<file path="src/rtl/dmem_ctrl.sv">
// Data-memory access controller: round-robin arbitration between core and loader,
// read-modify-write sub-word stores and RISC-V load extension on one word-wide port.
module dmem_ctrl #(
    parameter int WIDTH     = 32,
    parameter int MEM_DEPTH = 1024
) (
    input  logic             clk,
    input  logic             rst,
    input  logic             c_req,
    input  logic             c_we,
    input  logic [2:0]       c_funct3,
    input  logic [WIDTH-1:0] c_addr,
    input  logic [WIDTH-1:0] c_wdata,
    output logic             c_ack,
    input  logic             l_req,
    input  logic             l_we,
    input  logic [2:0]       l_funct3,
    input  logic [WIDTH-1:0] l_addr,
    input  logic [WIDTH-1:0] l_wdata,
    output logic             l_ack,
    output logic [WIDTH-1:0] rdata,
    output logic             err,
    output logic             mem_sel,
    output logic [WIDTH-1:0] mem_addr,
    output logic [WIDTH-1:0] mem_wdata,
    input  logic [WIDTH-1:0] mem_rdata
);
    typedef enum logic [2:0] {
        IDLE  = 3'd0,
        READ  = 3'd1,
        LOAD  = 3'd2,
        WRITE = 3'd3,
        ACK   = 3'd4
    } state_t;

    localparam logic [WIDTH-1:0] ADDR_MAX = WIDTH'(MEM_DEPTH - 4);
    localparam logic [2:0]       F3_W     = 3'b010;

    state_t           state_r, next_s;
    logic             last_loader_r, owner_loader_r, owner_next_s;
    logic             we_r;
    logic [2:0]       f3_r;
    logic [WIDTH-1:0] addr_r, wdata_r, rdata_r;
    logic             err_r, c_ack_r, l_ack_r, sel_r;

    logic             gnt_loader_s, req_any_s, req_we_s, req_err_s;
    logic [2:0]       req_f3_s;
    logic [WIDTH-1:0] req_addr_s, req_wdata_s, load_s, merge_s;

    // Round-robin grant and legality check of the request that would be granted
    always_comb begin
        req_any_s = c_req | l_req;
        if (c_req && l_req) begin
            gnt_loader_s = ~last_loader_r;
        end else begin
            gnt_loader_s = l_req;
        end
        req_we_s    = gnt_loader_s ? l_we     : c_we;
        req_f3_s    = gnt_loader_s ? l_funct3 : c_funct3;
        req_addr_s  = gnt_loader_s ? l_addr   : c_addr;
        req_wdata_s = gnt_loader_s ? l_wdata  : c_wdata;
        // funct3 011/11x are never legal; 1xx (unsigned) is meaningless for stores
        req_err_s   = (req_addr_s > ADDR_MAX) || (req_f3_s == 3'b011) ||
                      (req_f3_s[2:1] == 2'b11) || (req_we_s && req_f3_s[2]);
        if (state_r == IDLE && req_any_s) begin
            owner_next_s = gnt_loader_s;
        end else begin
            owner_next_s = owner_loader_r;
        end
    end

    // Next-state logic
    always_comb begin
        next_s = state_r;
        case (state_r)
            IDLE: begin
                if (!req_any_s) begin
                    next_s = IDLE;
                end else if (req_err_s) begin
                    next_s = ACK;
                end else if (req_we_s && req_f3_s == F3_W) begin
                    next_s = WRITE;
                end else begin
                    next_s = READ;
                end
            end
            READ:    next_s = we_r ? WRITE : LOAD;
            LOAD:    next_s = ACK;
            WRITE:   next_s = ACK;
            ACK:     next_s = IDLE;
            default: next_s = IDLE;
        endcase
    end

    // Load extension and sub-word merge of the word read back from memory
    always_comb begin
        case (f3_r[1:0])
            2'b00: begin
                load_s  = f3_r[2] ? {{(WIDTH-8){1'b0}}, mem_rdata[7:0]}
                                  : {{(WIDTH-8){mem_rdata[7]}}, mem_rdata[7:0]};
                merge_s = {mem_rdata[WIDTH-1:8], wdata_r[7:0]};
            end
            2'b01: begin
                load_s  = f3_r[2] ? {{(WIDTH-16){1'b0}}, mem_rdata[15:0]}
                                  : {{(WIDTH-16){mem_rdata[15]}}, mem_rdata[15:0]};
                merge_s = {mem_rdata[WIDTH-1:16], wdata_r[15:0]};
            end
            default: begin
                load_s  = mem_rdata;
                merge_s = wdata_r;
            end
        endcase
    end

    // State, request latch and registered outputs
    always_ff @(posedge clk) begin
        if (rst) begin
            state_r        <= IDLE;
            last_loader_r  <= 1'b1;
            owner_loader_r <= 1'b0;
            we_r           <= 1'b0;
            f3_r           <= 3'b000;
            addr_r         <= '0;
            wdata_r        <= '0;
            rdata_r        <= '0;
            err_r          <= 1'b0;
            c_ack_r        <= 1'b0;
            l_ack_r        <= 1'b0;
            sel_r          <= 1'b0;
        end else begin
            state_r        <= next_s;
            owner_loader_r <= owner_next_s;
            sel_r          <= (next_s == WRITE);
            c_ack_r        <= (next_s == ACK) && !owner_next_s;
            l_ack_r        <= (next_s == ACK) && owner_next_s;
            case (state_r)
                IDLE: begin
                    if (req_any_s) begin
                        last_loader_r <= gnt_loader_s;
                        we_r          <= req_we_s;
                        f3_r          <= req_f3_s;
                        addr_r        <= req_addr_s;
                        wdata_r       <= req_wdata_s;
                        if (req_err_s) begin
                            err_r   <= 1'b1;
                            rdata_r <= '0;
                        end
                    end
                end
                LOAD: begin
                    rdata_r <= load_s;
                    err_r   <= 1'b0;
                end
                WRITE: begin
                    rdata_r <= '0;
                    err_r   <= 1'b0;
                end
                default: begin
                end
            endcase
        end
    end

    // Merged word is only meaningful while WRITE sees the read-back data
    assign mem_wdata = (state_r == WRITE) ? merge_s : wdata_r;
    assign mem_addr  = addr_r;
    assign mem_sel   = sel_r;
    assign rdata     = rdata_r;
    assign err       = err_r;
    assign c_ack     = c_ack_r;
    assign l_ack     = l_ack_r;
endmodule

</file>
<file path="config.mk">
export PLATFORM = sky130hd
export DESIGN_NAME = dmem_ctrl
export DESIGN_NICKNAME = d
export VERILOG_FILES = /design/src/rtl/dmem_ctrl.sv
export SDC_FILE = /design/constraint.sdc
export NUM_CORES = 1
export LEC_CHECK = 0
export CAP_MARGIN = 20
export CORE_ASPECT_RATIO = 0.9
export CORE_UTILIZATION = 35
export DETAILED_ROUTE_END_ITERATION = 6
export DONT_BUFFER_PORTS = 1
export GPL_ROUTABILITY_DRIVEN = 0
export PLACE_DENSITY_LB_ADDON = 0.2
export SETUP_SLACK_MARGIN = 0.4
export SLEW_MARGIN = 20
export SYNTH_ARGS = -nofsm -noshare
export SYNTH_HDL_FRONTEND = slang
export SYNTH_SLANG_ARGS = --single-unit
</file>
<file path="constraint.sdc">
create_clock -name clk -period 5.4 [get_ports clk]
set_input_delay 1.35 -clock clk [delete_from_list [all_inputs] [get_ports clk]]
set_output_delay 1.35 -clock clk [all_outputs]
set_load 0.005 [all_outputs]
</file>
==> results.yml <==
status:
  outcome: "complete, no violations"
power:
  leakage_nw: 1.95
  powerDensity_mw_per_mm2: 329
  total_power_mw: 1.84
  peakVddDrop_v: 0.000145
sta:
  slew_headroom: 0.291
  skew_ns: 0.00736
  hold_viol: 0
  fmax_mhz: 237
  setup_tns_ns: 0
  min_period_ns: 4.22
  finalSetupViolations: 0
  fin_crit_sh: 0.781
  tightest_slew_ns: 1.05
  worst_hold_slack_ns: 0.484
  rsz0062_at_grt: "no"
  drv_slew: 0
floorplan:
  ios: 272
  initial_core_util: 0.358
  coreArea_mm2: 0.0147
  placementRows: 42
  die_w_um: 131
  dieArea_mm2: 0.0156
  die_y_um: 118
finish:
  final_nets: 701
  layout-drive-gt1-share: 0.0880
  most-common-layout-cells: "dfxtp_1 (109), nor2_1 (75), a211oi_1 (71)"
  mostFrequentLayoutCell: "dfxtp_1"
  multiInputGateArea_mm2: 0.00279
  num-fill-cells: 1473
  area_growth_pct: 6.08
  final_util: 0.380
  diodes: 0
  register_area_mm2: 0.00218
yosys:
  synth-main-ff-cell: "dfxtp_1"
  ys_warn_count: 0
  syn_avg_cell_area_um2: 9.29
  syn_nets: 739
  synth_cell_type_count: 42
  synth-seq-cells: 109
  syn_area_mm2: 0.00527
  synthCells: 567
  ys_seq_area_frac: 0.414
  synth-edff-count: 0
  async_flop_share: 0
cts:
  clockBufferDepth: 2
  cts.htree.levels: 3
  clock_latency_ns: 0.35
  hold_buffers: 0
  postCtsSetupBuffers: 0
  root_buffer: "clkbuf_16"
  cts_tree: "done"
  post_cts_resized: 0
  cts_sinks: 109
  cts_buffers: 9
  clkTransAtPathRegs_ns: 0.07
setup_path:
  path_cells: "inv_1, and3_1, buf_4, nor2b_1, mux2_1"
  critical_path.top_delay_family: "simple AND/OR/NAND/NOR gates"
  cp.required_ns: 4.05
  critPathBufInv: 2
  critPathCaptureType: "output port"
  cp_max_fo: 18
  cp_slowest_cell: "nor2b_1"
  critPathArrivalTime_ns: 2.87
  cp_slowest_stage_delay_ns: 0.74
  start_kind: "flop"
  path_class: "flop to output port"
global_routing:
  antenna_found_initial: 0
  grt_pass1_wl_um: 22400
  grt_max_degree: 111
  grt_pass1_vias: 4090
  grt_usage: 0.185
  gr-total-overflow: 0
route:
  drt-pass1-iter-count: 4
  post-route-drc-count: 0
  finalWirelength_um: 14400
  drt-initial-drc-count: 174
  vias: 4020
  vias_per_cell: 5.49
  ant_nets: 0
  wl_per_cell_um: 19.7
run:
  max_cap_violations: 0
hold_path:
  hp-class: "flop to flop"
placed_design:
  dp_hpwl_um: 10500
  portBuffers: 0
==> layout make-up <==
cell class,instances,area share
clock buffer,9,0.0403
clock inverter,7,0.0175
inverter,3,0.00201
multi-input combinational,401,0.499
sequential,109,0.390
tap,198,0.0443
timing repair buffer,5,0.00671
==> flip-flops by register name (all words and copies together) (netlist names) <==
signal          cells
mem_addr           32
rdata              32
wdata_r            32
f3_r                3
state_r             3
c_ack               1
err                 1
l_ack               1
last_loader_r       1
mem_sel             1
owner_loader_r      1
we_r                1
==> routing by layer <==
layer	part of all wire	up-vias	GRT usage
met1	0.42	1874	0.214
met5	0	-	0
met3	0.082	9	0.0764
li1	-	1974	-
met2	0.48	163	0.315
met4	0.012	0	0.0443
==> cell families (layout without fill, tap and decap cells) <==
kind of cell / Yosys count / in the layout / share of synthesized area
flip-flops: 109 / 109 / 0.414
multiplexers: 93 / 93 / 0.182
AO/OA/AOI/OAI: 155 / 155 / 0.200
AND/OR/NAND/NOR: 153 / 153 / 0.144
buffers and inverters: 57 / 24 / 0.0596
==> final timing paths <==
kind                    from            end  slack, ns  cells after the start
setup / recovery     f3_r[1]  mem_wdata[13]       1.18                      5
hold / removal     rdata[17]      rdata[17]       0.48                      2
setup reg to reg  state_r[1]       rdata[0]       2.65                      5
hold reg to reg    rdata[17]      rdata[17]       0.48                      2
==> power by group <==
part | switching [mW] | internal, mW
Clock | 0.314 | 0.410
Combinational | 0.119 | 0.0935
Sequential | 0.0433 | 0.859
==> per-stage QoR <==
| stage | std cells | instance area [um2] | setup WS, ns |
|---|---|---|---|
| floorplan | 567 | 5270 | 2.41 |
| global placement | 716 | 5270 | 1.63 |
| detailed placement | 716 | 5270 | 1.53 |
| CTS | 732 | 5590 | 1.15 |
| global route | 732 | 5590 | 0.954 |
| finish | 732 | 5590 | 1.18 |
==> cell usage after synthesis (3+ instances only) <==
| cell | number | area (um2) |
|---|---|---|
| nor2_1 | 75 | 282 |
| mux2_2 | 16 | 180 |
| o21ai_1 | 34 | 170 |
| nand2_1 | 14 | 52.6 |
| o31ai_1 | 3 | 22.5 |
| mux2_1 | 8 | 90.1 |
| a211oi_1 | 71 | 533 |
| clkbuf_1 | 17 | 63.8 |
| o21a_1 | 9 | 67.6 |
| dfxtp_1 | 109 | 2180 |
| nand4_1 | 6 | 37.5 |
| mux2i_1 | 69 | 691 |
| buf_4 | 19 | 143 |
| nor4_1 | 10 | 62.6 |
| buf_2 | 17 | 85.1 |
| o21ai_0 | 27 | 135 |
| nand2b_1 | 33 | 206 |
==> worst register-to-register path, delay by kind of cell (launching register included) <==
family / cells / cell delay (ns)
simple gates: 2 / 0.70
compound gates: 3 / 1.55
flops: 1 / 0.36
No activity file was read; power rests on OpenSTA's default activity.
